File: src/rtl/y86_seq_controller.sv
// Multi-cycle stage sequencer for the sequential Y86-64 core.
// Steps each instruction through F/D/E/M/W/PC phases and freezes on halt or fault.
module y86_seq_controller #(
    parameter int CNT_W = 32
) (
    input  logic             clk,
    input  logic             rst_n,
    input  logic             run,
    input  logic [3:0]       icode,
    input  logic             imem_error,
    input  logic             mem_ready,
    input  logic             dmem_error,
    output logic             f_en,
    output logic             d_en,
    output logic             e_en,
    output logic             m_en,
    output logic             w_en,
    output logic             pc_en,
    output logic             mem_req,
    output logic             mem_wr,
    output logic [3:0]       icode_q,
    output logic [2:0]       stat,
    output logic             halted,
    output logic             busy,
    output logic [CNT_W-1:0] cycle_cnt,
    output logic [CNT_W-1:0] instr_cnt
);

    typedef enum logic [2:0] {
        IDLE,
        FETCH,
        DECODE,
        EXECUTE,
        MEMORY,
        WRITEBACK,
        PCUPD,
        HALT
    } state_t;

    localparam logic [2:0] STAT_AOK = 3'd1;
    localparam logic [2:0] STAT_HLT = 3'd2;
    localparam logic [2:0] STAT_ADR = 3'd3;
    localparam logic [2:0] STAT_INS = 3'd4;

    state_t state;
    logic   needs_mem;
    logic   needs_wb_direct;
    logic   mem_writes;

    // Instruction classes, all derived from the icode captured in FETCH
    assign needs_mem       = icode_q inside {4'h4, 4'h5, 4'h8, 4'h9, 4'hA, 4'hB};
    assign needs_wb_direct = icode_q inside {4'h2, 4'h3, 4'h6};
    assign mem_writes      = icode_q inside {4'h4, 4'h8, 4'hA};

    assign f_en    = (state == FETCH);
    assign d_en    = (state == DECODE);
    assign e_en    = (state == EXECUTE);
    assign m_en    = (state == MEMORY);
    assign w_en    = (state == WRITEBACK);
    assign pc_en   = (state == PCUPD);
    assign mem_req = (state == MEMORY);
    assign mem_wr  = (state == MEMORY) && mem_writes;
    assign halted  = (state == HALT);
    assign busy    = (state != IDLE) && (state != HALT);

    always_ff @(posedge clk or negedge rst_n) begin
        if (!rst_n) begin
            state     <= IDLE;
            icode_q   <= 4'h0;
            stat      <= STAT_AOK;
            cycle_cnt <= '0;
            instr_cnt <= '0;
        end else begin
            if (busy) begin
                cycle_cnt <= cycle_cnt + CNT_W'(1);
            end
            unique case (state)
                IDLE: begin
                    if (run) begin
                        state <= FETCH;
                    end
                end
                FETCH: begin
                    icode_q <= icode;
                    // Address error outranks halt, which outranks an invalid code
                    if (imem_error) begin
                        state <= HALT;
                        stat  <= STAT_ADR;
                    end else if (icode == 4'h0) begin
                        state <= HALT;
                        stat  <= STAT_HLT;
                    end else if (icode > 4'hB) begin
                        state <= HALT;
                        stat  <= STAT_INS;
                    end else begin
                        state <= DECODE;
                    end
                end
                DECODE: begin
                    state <= EXECUTE;
                end
                EXECUTE: begin
                    if (needs_mem) begin
                        state <= MEMORY;
                    end else if (needs_wb_direct) begin
                        state <= WRITEBACK;
                    end else begin
                        state <= PCUPD;
                    end
                end
                MEMORY: begin
                    if (mem_ready) begin
                        if (dmem_error) begin
                            state <= HALT;
                            stat  <= STAT_ADR;
                        end else if (icode_q == 4'h4) begin
                            state <= PCUPD;
                        end else begin
                            state <= WRITEBACK;
                        end
                    end
                end
                WRITEBACK: begin
                    state <= PCUPD;
                end
                PCUPD: begin
                    instr_cnt <= instr_cnt + CNT_W'(1);
                    state     <= run ? FETCH : IDLE;
                end
                HALT: begin
                    state <= HALT;
                end
                default: begin
                    state <= IDLE;
                end
            endcase
        end
    end

endmodule
File: config.mk
export PLATFORM = sky130hd
export DESIGN_NAME = y86_seq_controller
export DESIGN_NICKNAME = d
export VERILOG_FILES = /design/src/rtl/y86_seq_controller.sv
export SDC_FILE = /design/constraint.sdc
export NUM_CORES = 1
export LEC_CHECK = 0
export ABC_AREA = 1
export CORE_MARGIN = 8
export CORE_UTILIZATION = 48
export CTS_BUF_LIST = sky130_fd_sc_hd__clkbuf_4 sky130_fd_sc_hd__clkbuf_8
export DETAILED_ROUTE_END_ITERATION = 10
export PLACE_DENSITY = 0.86
export SYNTH_ARGS = -nofsm -noshare
export SYNTH_HDL_FRONTEND = slang
export SYNTH_SLANG_ARGS = --single-unit
File: constraint.sdc
create_clock -name clk -period 1.3 [get_ports clk]
set_input_delay 0.13 -clock clk [delete_from_list [all_inputs] [get_ports clk]]
set_output_delay 0.13 -clock clk [all_outputs]
set_load 0.03 [all_outputs]
* Yosys cells after proc, flatten, opt, wreduce, memory -nomap -nowiden *
Index checks and enable logic that the tools add are counted.

word-level totals
  flip-flop bits (word level) = 74
  bits in latches = 0
  RAM bits = 0
  ROM bits = 0
  input port bits = 10
  output and inout port bits = 81
  word-level logic and storage cells = 57
  memories kept = 0

operators by class
  add/subtract/negate cells = 2
  multipliers = 0
  div/mod/pow operators = 0
  $lt $le $gt $ge = 1
  equal/unequal tests = 21
  shift-type cells = 0
  mux-type cells = 17
  bitwise operators = 0
  reductions and logical operators = 11

operators by type and width
  operator                                       number
  adder 32 x 1 -> 32 bit, second input constant  2
  two-way mux 3 bit                              10
  case mux 3 bit (8 select lines)                1
  == test 4 bit, second input constant           4
  == test 3 bit, second input constant           4
  == test 4 x 3 -> 1 bit, second input constant  3
  nonzero test 3 bit                             3
  == test 4 x 2 -> 1 bit, second input constant  2
  two-way mux 2 bit                              4
  == test 3 x 2 -> 1 bit, second input constant  2
  != test 2 bit, second input constant           3
  case mux 3 bit (2 select lines)                1
  nonzero test 6 bit                             1
  > comparator 4 bit, second input constant      1
  zero test 4 bit                                1
  != test 4 x 2 -> 1 bit, second input constant  1
  AND reduction 4 bit                            1
  == test 3 x 1 -> 1 bit, second input constant  1
  zero test 3 bit                                1
  != test 3 bit, second input constant           1
  logical AND 1 bit                              2
  AND reduction 2 bit                            1
  nonzero test 2 bit                             1
  two-way mux 1 bit                              1

* Logic depth before layout (Yosys ltp) *
  depth in word-level cells = 5
  depth in mapped cells = 10
  depth with buffers taken out = 9

* Worst setup path after synthesis *
OpenSTA, ideal clock, no wires.

  path type = register to output
  start point = reg state[1]
  end point = out mem_wr
  arrival = 1753 ps
  data required time = 1170 ps
  slack = -583 ps
  cell stages (with the launch flop) = 7
  path buffers = 1
  cell sequence = dfrtp_1 -> buf_6 -> inv_1 -> nand2_1 -> nor2_4 -> inv_1 -> nor3b_1

between the ends
  longest elaborated chain between the ends = 2

RTL lines
  what                      RTL line  RTL
  start: declaration        45        state_t state;
  start signal: assignment  128       state <= run ? FETCH : IDLE;
  == test 3 bit             --
  named net m_en            16        output logic m_en,
  logical AND 1 bit         62        assign mem_wr = (state == MEMORY) && mem_writes;
  end: declaration          20        output logic mem_wr,

The timed path passes the listed nets, and every way through them passes these cells.

* Worst setup path in the final report *
  start point = reg instr_cnt[13]
  end point = reg instr_cnt[26]

between the ends
  longest elaborated chain between the ends = 1

RTL lines
  what                      RTL line  RTL
  start: declaration        26        output logic [CNT_W-1:0] instr_cnt
  start signal: assignment  127       instr_cnt <= instr_cnt + CNT_W'(1);
  adder 32 x 1 -> 32 bit    127

Every way passes these cells.
A chain may end at the register's enable or synchronous reset.

==> summary.txt <==
Yosys
  – YS warnings: 0
  – Synth top area cells: dfrtp_1, nand2_1, nand3_1, inv_1, nor2_1
  – Synthesized cell area: roughly 4200 sq um
  – Async SR Flop Fraction: 1.00
  – Sequential fraction of the synthesis area: 0.444
  – Post-synth top area share: 0.438
  – Post-Synthesis Cells: 526
  – Synth Net Count: 538
  – Largest area contributor in the netlist: dfrtp_1
  – Top-count cell post-synth: nand2_1
  – Number of distinct library cells after synthesis: 34
  – EDFF count, synth: 0
  – Synth Register Bits: 74
  – Synth cell count leaders: nand2_1, dfrtp_1, inv_1
  – Main synth FF type: dfrtp_1
  – Syn Area/Cell: between 7 and 8 sq um

STA
  – Min cycle time layout: 1870 ps
  – # setup viols final: between 80 and 90
  – Setup_tns: -26,420 ps
  – RSZ-0062 raised after global routing: yes
  – Minimum hold slack: around 240 ps
  – Pins Over Slew Limit: 0
  – Slew margin rel.: 0.684
  – Final worst slack: -566 ps
  – Hold Fails Final Rpt: 0
  – Final Cycle Share: 1.44
  – Worst Tran Pin Value: 473 ps
  – Max Fclk: 536 MHz
  – Clk_skew: between 9 and 10 ps

Drt
  – Total Wirelength: 19.5 mm
  – WL met1: about 6.6 mm
  – Uppermost layer routed: met4
  – WL per Instance: 22.9 um
  – Via-to-Cell Ratio: around 6
  – # DRC: 0
  – Vias: ~5,000
  – Met3 wire length: 2.09 mm
  – Final ANT Viol Nets: 0
  – Drt pass-1 iters: 6
  – Metal2 WL: 9.19 mm
  – 1st-iter DRT viols: 504

Pwr
  – P per Cell Area: 1810 nW/um^2
  – Power, Total: 12,800 uW
  – Static leakage: ~0.0034 uW
  – VDD IR max: approximately 1.6 mV

Clock network
  – CTS Sinks: 74
  – CTS Buf Count: 9
  – Clk slew on worst S/H paths: 80 ps
  – Clock Path Buffers: 2
  – Worst-Skew Late Latency: around 380 ps
  – Root Driver: clkbuf_8
  – CTS H-tree depth: 3
  – CTS tree: built

GRT
  – GRT overflow: 0
  – Initial antenna violation count: 0
  – Largest net degree at the start of global routing: 40
  – Global Route Usage Sum: 0.263
  – Vias in the first global route: 4,852
  – First-pass GRT wire length: roughly 24 mm

Place
  – Placed Cells incl. Taps: 795
  – Detailed placement HPWL: a little over 9 mm
  – I/O Buffers: 90
  – Placer Congestion: roughly 0.94

Worst setup path
  – CP Capture Type: register
  – CP Launch Type: register
  – Max stage delay on crit path: 430 ps
  – CP bufs+invs: 2
  – Worst path top cell family by delay: simple AND/OR/NAND/NOR gates
  – Crit-path slowest cell: dfrtp_2
  – Critical path class: reg -> reg
  – Critical path required time: about 1600 ps
  – Crit path DAT: 2120 ps
  – Critical path fanouts, max: 5
  – Worst-path cell chain: nand2_1 -> nor2_1 -> inv_1 -> nor3_1 -> buf_4 -> nand3_1 -> nand2_1 -> nand2_1
  – Critical Path Most Common Cell: nand2_1

Die
  – Die ar.: 11,900 sq um
  – I/O Pins: just over 90
  – Core area: 8550 sq um
  – Die H: 109 um
  – Die W: 109 um
  – # rows: 34
  – Starting Density: 0.488

Run status
  – Failing checks: setup timing
  – Status: finished, violations left

Cells and area
  – Area added between synthesis and finish: 69.4%
  – Non-filler cells, final: about 850
  – Final nets: 748
  – Number of diodes: 0
  – Share of layout cells above drive strength 1: 0.503

Hold path
  – Worst hold path type: in -> async

Flow run
  – Max cap viols: 0
through the flow:
step	utilization	setup slack [ps]	cell area, sq um
after floorplan	-	-209	4400
after global placement	0.700	-126	5990
after detailed placement	0.700	-175	5990
after CTS	0.795	-375	6800
after global routing	0.826	-617	7060
final	0.826	-566	7060
sequential cells by signal, summed over array words and instances (netlist names):
name / count
icode_q: 4
stat: 3
instr_cnt: 32
state: 3
cycle_cnt: 32
metal layers:
metal	vias to the layer above	GRT usage
li1	2081	-
met1	2441	0.295
met2	479	0.443
met3	151	0.0591
met4	0	0.170
met5	-	0
cell usage in the layout, fill, tap and decap left out, types with 3 or more instances in the layout:
cell               n
nor3_1             3
clkdlybuf4s15_2   21
nand3b_1           3
clkdlybuf4s50_1    8
nand3_1           31
xor2_1            16
nand4_1           20
clkdlybuf4s15_1    5
dlygate4sd2_1      8
nand3_4            7
nand2_2           22
xnor2_1           18
inv_1             56
nor2_4            23
nand2_1          118
inv_2              8
nand3_2           17
nand2_8            3
inv_4              4
clkbuf_8          12
nor2_2             8
buf_12            10
nand2_4           15
nor2_1            42
xnor2_2            6
o21ai_2            4
nor3_4             6
buf_6             49
dfrtp_2           43
buf_4             71
dfrtp_1           30
clkbuf_2          26
path summary, 6_finish.rpt:
check                                   start       endpoint  slack (ps)  cells after the start
worst max-delay path            instr_cnt[13]  instr_cnt[26]        -570                      8
max in group asynchronous               rst_n   cycle_cnt[9]         470                      3
worst min register to register        stat[0]        stat[0]         480                      2
worst max register to register  instr_cnt[13]  instr_cnt[26]        -570                      8
min in group clk                     icode[0]     icode_q[0]         350                      3
worst min-delay path                    rst_n  instr_cnt[12]         240                      2
where the power goes:
part	total (uW)	switching [uW]	internal (uW)
logic	7340	3970	3380
registers	3200	518	2690
clock network	2220	980	1240
worst register-to-register path: cells and delay by family, from the launching register on:
kind / cells / cell delay [ps]
flip-flops: 1 / 430
AND/OR/NAND/NOR: 6 / 1030
buffers and inverters: 2 / 280
final cells by class:
type | count | area [sq um]
clock buffer | 12 | 165
clock inverter | 4 | 72.6
fill | 415 | 1490
inverter | 69 | 274
multi-input combinational | 380 | 2620
sequential | 74 | 1910
tap | 108 | 135
timing repair buffer | 202 | 1890
cells by family after synthesis:
group | after synthesis | share of synthesized area
simple gates | 325 | 0.378
flops | 74 | 0.444
buf+inv | 72 | 0.0690
xor+xnor | 41 | 0.0861
compound gates | 12 | 0.0168
fa+ha+maj | 2 | 0.00600
what timing repair did:
item | 4_1_cts | 5_1_grt
pin swaps | 40 | 41
hold buffers | 1 | 0
gates resized for setup | 215 | 114
setup endpoints to repair | 135 | 121
setup buffers | 25 | 19
hold endpoints to repair | 15 | 0
Note: power is estimated with default switching activity, not from simulation.
